### config.mk
export PLATFORM = sky130hd
export DESIGN_NAME = lc_transition_arbiter
export DESIGN_NICKNAME = d
export VERILOG_FILES = /design/src/rtl/lc_transition_arbiter.sv
export SDC_FILE = /design/constraint.sdc
export NUM_CORES = 1
export LEC_CHECK = 0
export ABC_AREA = 0
export CORE_AREA = 2 2 508 510
export DETAILED_ROUTE_END_ITERATION = 6
export DIE_AREA = 0 0 510 512
export PLACE_DENSITY = 0.3
export SYNTH_ARGS = -nofsm -noshare
export SYNTH_HDL_FRONTEND = slang
export SYNTH_SLANG_ARGS = --single-unit
### constraint.sdc
create_clock -name clk -period 3.8 [get_ports clk]
set_clock_uncertainty 0.2 [all_clocks]
set_input_delay 0.57 -clock clk [delete_from_list [all_inputs] [get_ports clk]]
set_output_delay 0.57 -clock clk [all_outputs]
set_load 0.005 [all_outputs]
### src/rtl/lc_transition_arbiter.sv
// Round-robin arbiter sharing one lifecycle_protection port among NUM_REQ requesters.
// Optional LC_ARB_LOCKOUT_EN adds a per-requester lockout after three authentication failures.
module lc_transition_arbiter #(
  parameter int         NUM_REQ        = 4,
  parameter int         ID_WIDTH       = 256,
  parameter int         TIMEOUT_CYCLES = 1024,
  parameter logic [2:0] LC_EOL_STATE   = 3'd6
) (
  input  logic                         clk,
  input  logic                         rst,
  input  logic [NUM_REQ-1:0]           req_valid,
  input  logic [NUM_REQ*ID_WIDTH-1:0]  req_identifier,
  output logic [NUM_REQ-1:0]           resp_valid,
  output logic [1:0]                   resp_status,
  output logic                         lc_transition_request,
  output logic [ID_WIDTH-1:0]          lc_identifier,
  input  logic                         lc_done,
  input  logic                         lc_success,
  input  logic [2:0]                   lc_state,
  output logic                         busy,
  output logic [$clog2(NUM_REQ)-1:0]   grant_idx
);

  localparam int IdxW = $clog2(NUM_REQ);
  localparam int CntW = $clog2(TIMEOUT_CYCLES);
  localparam logic [CntW-1:0] CntLast = CntW'(TIMEOUT_CYCLES - 1);

  localparam logic [1:0] StOk      = 2'b00;
  localparam logic [1:0] StAuth    = 2'b01;
  localparam logic [1:0] StTimeout = 2'b10;
  localparam logic [1:0] StReject  = 2'b11;

  typedef enum logic [1:0] {IDLE, ISSUE, RELEASE, RESPOND} state_e;

  state_e              state_q;
  logic [IdxW-1:0]     rrPtr_q;
  logic [IdxW-1:0]     grantIdx_q;
  logic [CntW-1:0]     cnt_q;
  logic [1:0]          status_q;
  logic                reqOut_q;
  logic [ID_WIDTH-1:0] ident_q;
  logic [NUM_REQ-1:0]  resp_q;

  logic                pickValid_d;
  logic [IdxW-1:0]     pickIdx_d;
  logic [IdxW:0]       candSum;
  logic [IdxW-1:0]     rrNext_d;
  logic                pickLocked_d;

  // First requesting index at or after rrPtr_q, wrapping modulo NUM_REQ.
  always_comb begin
    pickValid_d = 1'b0;
    pickIdx_d   = '0;
    candSum     = '0;
    for (int k = 0; k < NUM_REQ; k++) begin
      candSum = {1'b0, rrPtr_q} + (IdxW+1)'(k);
      if (candSum >= (IdxW+1)'(NUM_REQ)) candSum = candSum - (IdxW+1)'(NUM_REQ);
      if (!pickValid_d && req_valid[candSum[IdxW-1:0]]) begin
        pickValid_d = 1'b1;
        pickIdx_d   = candSum[IdxW-1:0];
      end
    end
    rrNext_d = (pickIdx_d == IdxW'(NUM_REQ - 1)) ? '0 : pickIdx_d + 1'b1;
  end

`ifdef LC_ARB_LOCKOUT_EN
  logic [1:0] failCnt_q [NUM_REQ];

  assign pickLocked_d = (failCnt_q[pickIdx_d] == 2'd3);

  always_ff @(posedge clk) begin
    if (rst) begin
      for (int i = 0; i < NUM_REQ; i++) failCnt_q[i] <= 2'd0;
    end else if (state_q == ISSUE && lc_done) begin
      if (lc_success) failCnt_q[grantIdx_q] <= 2'd0;
      else if (failCnt_q[grantIdx_q] != 2'd3) failCnt_q[grantIdx_q] <= failCnt_q[grantIdx_q] + 2'd1;
    end
  end
`else
  assign pickLocked_d = 1'b0;
`endif

  // Reset drops the downstream request and discards any transaction in flight.
  always_ff @(posedge clk) begin
    if (rst) begin
      state_q    <= IDLE;
      rrPtr_q    <= '0;
      grantIdx_q <= '0;
      cnt_q      <= '0;
      status_q   <= StOk;
      reqOut_q   <= 1'b0;
      ident_q    <= '0;
      resp_q     <= '0;
    end else begin
      resp_q <= '0;
      unique case (state_q)
        IDLE: begin
          if (pickValid_d) begin
            grantIdx_q <= pickIdx_d;
            rrPtr_q    <= rrNext_d;
            ident_q    <= req_identifier[pickIdx_d*ID_WIDTH +: ID_WIDTH];
            if (lc_state == LC_EOL_STATE || pickLocked_d) begin
              status_q <= StReject;
              resp_q   <= NUM_REQ'(1) << pickIdx_d;
              state_q  <= RESPOND;
            end else begin
              reqOut_q <= 1'b1;
              state_q  <= ISSUE;
            end
          end
        end
        ISSUE: begin
          if (lc_done) begin
            status_q <= lc_success ? StOk : StAuth;
            reqOut_q <= 1'b0;
            state_q  <= RELEASE;
          end else if (cnt_q == CntLast) begin
            status_q <= StTimeout;
            reqOut_q <= 1'b0;
            state_q  <= RELEASE;
          end else begin
            cnt_q <= cnt_q + 1'b1;
          end
        end
        RELEASE: begin
          if (!lc_done) begin
            resp_q  <= NUM_REQ'(1) << grantIdx_q;
            state_q <= RESPOND;
          end
        end
        RESPOND: begin
          cnt_q   <= '0;
          ident_q <= '0;
          state_q <= IDLE;
        end
      endcase
    end
  end

  assign resp_valid            = resp_q;
  assign resp_status           = status_q;
  assign lc_transition_request = reqOut_q;
  assign lc_identifier         = ident_q;
  assign busy                  = (state_q != IDLE);
  assign grant_idx             = grantIdx_q;

endmodule
==> results of run 1 <==
## layer usage
metal | vias up | track usage
li1 | 8663 | -
met1 | 8935 | 0.134
met2 | 1261 | 0.228
met3 | 376 | 0.0803
met4 | 134 | 0.0347
met5 | - | 0
## final timing paths
path / to / from / cells after the start
max: busy / state_q[0] / 5
min: lc_identifier[92] / lc_identifier[92] / 2
max reg2reg: lc_identifier[241] / state_q[0] / 10
min reg2reg: lc_identifier[92] / lc_identifier[92] / 2
## power by group through the flow
stage	sequential (uW)	combinational, uW	clock (uW)
global route	4580	9610	4810
finish	4470	9010	4490
global placement	4530	9210	0
detailed placement	4520	9190	0
floorplan	4470	3930	0
CTS	4480	9230	4780
## sequential cells by signal, summed over array words and instances, names as in the netlist
| signal | flops |
|---|---|
| cnt_q | 10 |
| grant_idx | 2 |
| lc_identifier | 256 |
| lc_transition_request | 1 |
| resp_status | 2 |
| resp_valid | 4 |
| rrPtr_q | 2 |
| state_q | 2 |
## Yosys cell counts, drive strengths merged, types with 4 or more instances
| cell type | n | share of area |
|---|---|---|
| a211oi | 4 | 0.0019 |
| a21oi | 10 | 0.0032 |
| buf | 116 | 0.047 |
| clkbuf | 30 | 0.0072 |
| dfxtp | 279 | 0.36 |
| ha | 7 | 0.0056 |
| inv | 14 | 0.0034 |
| mux2i | 514 | 0.33 |
| nand2 | 266 | 0.064 |
| nand3 | 10 | 0.0032 |
| nand4 | 4 | 0.0020 |
| nor2 | 23 | 0.0056 |
| o21ai | 4 | 0.0013 |
| o221ai | 256 | 0.14 |
| xnor2 | 8 | 0.0045 |
## worst max-delay path, cell delays in order, from the launching register on
cell and delay, ns:
dfxtp_1 0.38, inv_1 0.08, ha_1 0.27, buf_4 0.21, inv_1 0.08, clkdlybuf4s50_1 0.54
## per-stage QoR
stage / hold WS (ns) / util / instance area [um^2]
2_1_floorplan: 0.257 / - / 15500
3_3_place_gp: 0.242 / 0.128 / 32800
3_5_place_dp: 0.246 / 0.128 / 32800
4_1_cts: 0.261 / 0.134 / 34300
5_1_grt: 0.283 / 0.134 / 34400
6_report: 0.256 / 0.135 / 34400
## layout make-up
class	count	area (um^2)	share of cell area
antenna	49	123	0.00356
clock buffer	73	1420	0.0411
clock inverter	7	78.8	0.00229
inverter	14	52.6	0.00153
multi-input combinational	1135	9070	0.263
sequential	279	5590	0.162
tap	3384	4230	0.123
timing repair buffer	1373	13900	0.403
## logic make-up (layout without fill, tap and decap cells)
logic type	count (synthesis)	after routing	synth area share
AO/OA/AOI/OAI	293	293	0.162
XOR/XNOR	8	8	0.00451
adder cells (fa/ha/maj)	7	7	0.00564
buffers and inverters	160	1467	0.0581
flip-flops	279	279	0.360
multiplexers	515	515	0.332
other	0	49	0
AND/OR/NAND/NOR	312	312	0.0786
==> key figures, run 1 <==
Synth
  – Avg Inst Size Synth: 9.87 um^2
  – Synthesized Nets: 2,616
  – #FFs+latches synth: between 200 and 300
  – Distinct cells, synth: 39
  – Post-Syn Area: 15,500 um^2
  – Synth warn: 0
  – Register area share after synthesis: 0.360
  – Post-Syn Instances: 1,574
  – Fraction of registers with async set/reset: 0
  – Post-synth EDFFs: 0
  – Post-synth top flop: dfxtp_1

Clocking
  – Clock Path Buffers: 3
  – CTS root buf: clkbuf_16
  – H-tree depth: 2
  – # resized after CTS: 0
  – Hold-fix buffer count after cts: 0
  – Clk_lat worst skew: approximately 0.67 ns
  – Clock-pin slew on the worst setup and hold paths: 0.06 ns
  – Setup Buffers After CTS: 0
  – Clock Sinks: between 200 and 300
  – Num CTS Buffers: 47
  – CTS tree: built

Global route
  – Vias in the first global route: 19,800
  – Total GRT Usage: 0.132
  – Largest net degree at the start of global routing: 81
  – Global-route wire length before repair: 222,000 um
  – Total gr overflow: 0
  – Initial antenna violation count: 224

Job
  – # Max-Cap Violations: 0

Critical path
  – Critical path class: reg -> out
  – Type of origin of the critical path: register
  – Worst Path Max Fanout: 10
  – Critical path endpoint category: output port
  – Reg2Reg Setup Slack: 1.14 ns
  – CP required: 3.03 ns
  – WP data arrival: 2.23 ns

Cells and area
  – Final std cells w/o fill: between 6,000 and 7,000
  – Final nets: slightly below 4,000
  – Most frequent cells in the layout: clkdlybuf4s50_1, mux2i_1, dfxtp_1
  – Synth-to-layout area growth: 122%
  – Fillers: 28,900
  – Commonest non-fill, non-tap cell in the layout: clkdlybuf4s50_1
  – Share of layout cells above drive strength 1: 0.0524

Run status
  – Status: completed

Detailed routing
  – Metal2 WL: 86,300 um
  – M1 WL: 65,000 um
  – WL/cell: 28.8 um
  – DR top layer: met5
  – Vias/cell: 3.07
  – Met3 WL: approximately 24,000 um
  – DRT iter0 DRCs: 1,016
  – DRT Wirelength: roughly 180,000 um
  – DRT Pass-1 Iters: 5
  – Antenna Nets Post-Route: 0
  – Vias: 19,400
  – DRC viols: 0

Floorplanning
  – Die area: 261,000 um^2
  – Core area: 256,000 um^2
  – Num rows: 186
  – Die Width: 510 um
  – Die Y: 512 um
  – Initial Utilization: 0.0607
  – # IOs: 1,301

STA
  – Slew HR: 0.252
  – Slew @ Worst Pin: 1.12 ns
  – Final Hold Viols: 0
  – Post-route minimum period: 3.00 ns
  – Setup TNS: 0 ns
  – Final setup vio count: 0
  – Final period util: 0.790
  – Max Transition Viols Final: 0
  – RSZ-0062 raised after global routing: no
  – Fmax: 0.333 GHz
  – Setup ws final: 0.799 ns

Power and ir drop
  – Pwr per Cell Area: 522 nW/um^2
  – Leak Pwr: between 0.01 and 0.015 uW
  – Flop pwr share: 0.249
  – Clock share of power: 0.250
  – Sw Ratio: 0.381
  – Final Total Pwr: 18,000 uW
  – P_sw: a little under 7000 uW
  – Comb pwr share: 0.501
  – Internal power: 11,100 uW
  – Peak supply drop: 0.288 mV

Placed design
  – Placer Congestion: 0.848
  – DP Cell Count: 6,185
  – Port bufs: 1,300
  – Pre-CTS setup slack: between 0.3 and 0.4 ns
  – Hpwl dp: between 150,000 and 200,000 um

Min path
  – Min-Delay Path Class: reg -> reg
(Power assumes the default switching activity.)
==> inputs of run 2 (changes only) <==
--- a/config.mk
+++ b/config.mk
@@ -6,9 +6,9 @@
 export NUM_CORES = 1
 export LEC_CHECK = 0
 export ABC_AREA = 0
-export CORE_AREA = 2 2 508 510
+export CORE_AREA = 2 2 500 502
 export DETAILED_ROUTE_END_ITERATION = 6
-export DIE_AREA = 0 0 510 512
+export DIE_AREA = 0 0 502 504
 export PLACE_DENSITY = 0.3
 export SYNTH_ARGS = -nofsm -noshare
 export SYNTH_HDL_FRONTEND = slang
==> constraint.sdc (replaced) <==
create_clock -name clk -period 3 [get_ports clk]
set_clock_uncertainty 0.2 [all_clocks]
set_input_delay 0.45 -clock clk [delete_from_list [all_inputs] [get_ports clk]]
set_output_delay 0.45 -clock clk [all_outputs]
set_load 0.005 [all_outputs]
==> run 2 against run 1 <==
  * Non-clock buffer count is 105 higher
  * Register-to-register slack lost 0.87 ns
  * First-iteration DRC count is 2.5% higher
  * Critical endpoint unchanged
  * Largest cell class unchanged
  * Largest power group unchanged
  * Highest routed layer unchanged
==> key figures, run 2 (synthesized netlist as in run 1, its figures left out) <==
STA
  – Fmax: 0.353 GHz
  – Slew @ Worst Pin: about 0.76 ns
  – RSZ-0062 raised after global routing: no
  – Setup ws final: 0.165 ns
  – Final Hold Viols: 0
  – Final period util: 0.945
  – Slew HR: 0.491
  – Final setup vio count: 0
  – Worst hold margin: 0.258 ns
  – Post-route minimum period: 2.84 ns
  – Setup TNS: 0 ns
  – Max Transition Viols Final: 0

Floorplanning
  – Num rows: 183
  – Core area: roughly 250,000 um^2
  – Die Width: ~500 um
  – Die Y: ~500 um
  – Initial Utilization: 0.0628
  – # IOs: 1,301
  – Die area: 253,000 um^2

Critical path
  – Worst Path Max Fanout: 9
  – Critical path endpoint category: output port
  – Critical path class: reg -> out
  – CP required: 2.35 ns
  – Worst Setup SP: state_q[0]
  – Type of origin of the critical path: register
  – Reg2reg path depth: 9
  – Worst R2R End: lc_identifier[252]
  – WP data arrival: around 2.2 ns
  – Reg2Reg Launch Point: state_q[1]
  – Reg2Reg Setup Slack: roughly 0.27 ns

Cells and area
  – Largest register FFs: 256
  – Share of layout cells above drive strength 1: 0.0858
  – Final std cells w/o fill: approximately 6,400
  – Commonest non-fill, non-tap cell in the layout: clkdlybuf4s50_1
  – Final Instance Area: around 35,000 um^2
  – Most frequent cells in the layout: clkdlybuf4s50_1, mux2i_1, dfxtp_1
  – Final nets: 3,996
  – Synth-to-layout area growth: 127%

Min path
  – Worst hold path depth: 2
  – HP Start: lc_identifier[176]
  – Min-Delay Path Class: reg -> reg
  – Hold EP: lc_identifier[176]

Global route
  – Initial antenna violation count: 220
  – Total gr overflow: 0
  – Largest net degree at the start of global routing: 37
  – Global-route wire length before repair: 224,000 um
  – Total GRT Usage: 0.137
  – Vias in the first global route: between 20,000 and 25,000

Power and ir drop
  – Peak supply drop: around 0.36 mV
  – Leak Pwr: 0.0124 uW
  – Pwr per Cell Area: 661 nW/um^2

Detailed routing
  – DRC viols: 0
  – Vias: between 15,000 and 20,000
  – Antenna Nets Post-Route: 0
  – Vias/cell: 3.11
  – DRT iter0 DRCs: 1,041
  – WL/cell: roughly 28 um
  – DRT Wirelength: 180,000 um
  – DRT Pass-1 Iters: 5

Run status
  – Status: completed

Clocking
  – Hold-fix buffer count after cts: 0
  – CTS tree: built
  – H-tree depth: 2
  – Clock-pin slew on the worst setup and hold paths: ~0.060 ns
  – Clock Path Buffers: 3
  – Num CTS Buffers: 46
  – Clk_lat worst skew: about 0.65 ns
  – Clock Sinks: 279
  – CTS root buf: clkbuf_16

Placed design
  – Hpwl dp: ~160,000 um
  – Pre-CTS setup slack: -0.0479 ns
  – Placer Congestion: 0.863
  – Placed Area: 33,600 um^2
  – DP Cell Count: slightly above 6,000
  – Port bufs: 1,300

Job
  – # Max-Cap Violations: 0
## run 2: changes by cell type in the layout (fill, tap and decap cells not counted), sizes merged
cell and delta:
buf +105, bufinv -1, clkbuf -3, clkinv +2, clkinvlp +3, diode -4
inv -2
## run 2: power breakdown
| part | switching [uW] | leakage, uW | internal (uW) |
|---|---|---|---|
| clock | 2360 | 0.000697 | 3100 |
| sequential | 782 | 0.00231 | 4930 |
| combinational | 5610 | 0.00936 | 6460 |
| total | 8750 | 0.0124 | 14500 |
## run 2: layout make-up
| class | instances | area [um^2] |
|---|---|---|
| fill | 28100 | 212000 |
| timing repair buffer | 1478 | 14800 |
| multi-input combinational | 1135 | 9080 |
| sequential | 279 | 5590 |
| tap | 3330 | 4170 |
| clock buffer | 70 | 1360 |
| antenna | 45 | 113 |
| clock inverter | 9 | 75.1 |
| inverter | 14 | 52.6 |
## run 2: routing by layer
layer / vias up / global-route usage / wire length (um) / share of wire
met3: 405 / 0.0887 / 25800 / 0.14
met5: - / 0 / 1010 / 0.0056
li1: 8870 / - / - / -
met2: 1258 / 0.236 / 86200 / 0.48
met1: 9070 / 0.133 / 61800 / 0.34
met4: 154 / 0.0389 / 5590 / 0.031
## run 2: through the flow
step                utilization  power (uW)
finish                    0.142       23300
detailed placement        0.136       18100
global route              0.142       24600
global placement          0.136       18100
floorplan                     -       10600
CTS                       0.142       23900
## run 2: how the worst max path moves through the flow
| stage | end | slack (ns) | depth (start not counted) |
|---|---|---|---|
| after detailed placement | lc_identifier[143] | -0.05 | 10 |
| after global routing | busy | 0.04 | 5 |
| after floorplan | rrPtr_q[1] | 0.78 | 11 |
| final | busy | 0.16 | 5 |
| after CTS | busy | 0.04 | 5 |
| after global placement | lc_identifier[143] | -0.05 | 10 |
## run 2: worst max-delay path, cell delays in order, from the launching register on
cell and delay, ns:
dfxtp_1 0.38, inv_1 0.08, ha_2 0.24, buf_4 0.19
inv_1 0.09, clkdlybuf4s50_1 0.55
## run 2: timing repair
action                                  CTS  global route
gates resized for setup                   1             0
endpoints found under the setup margin    1             0
setup buffers                             0             0
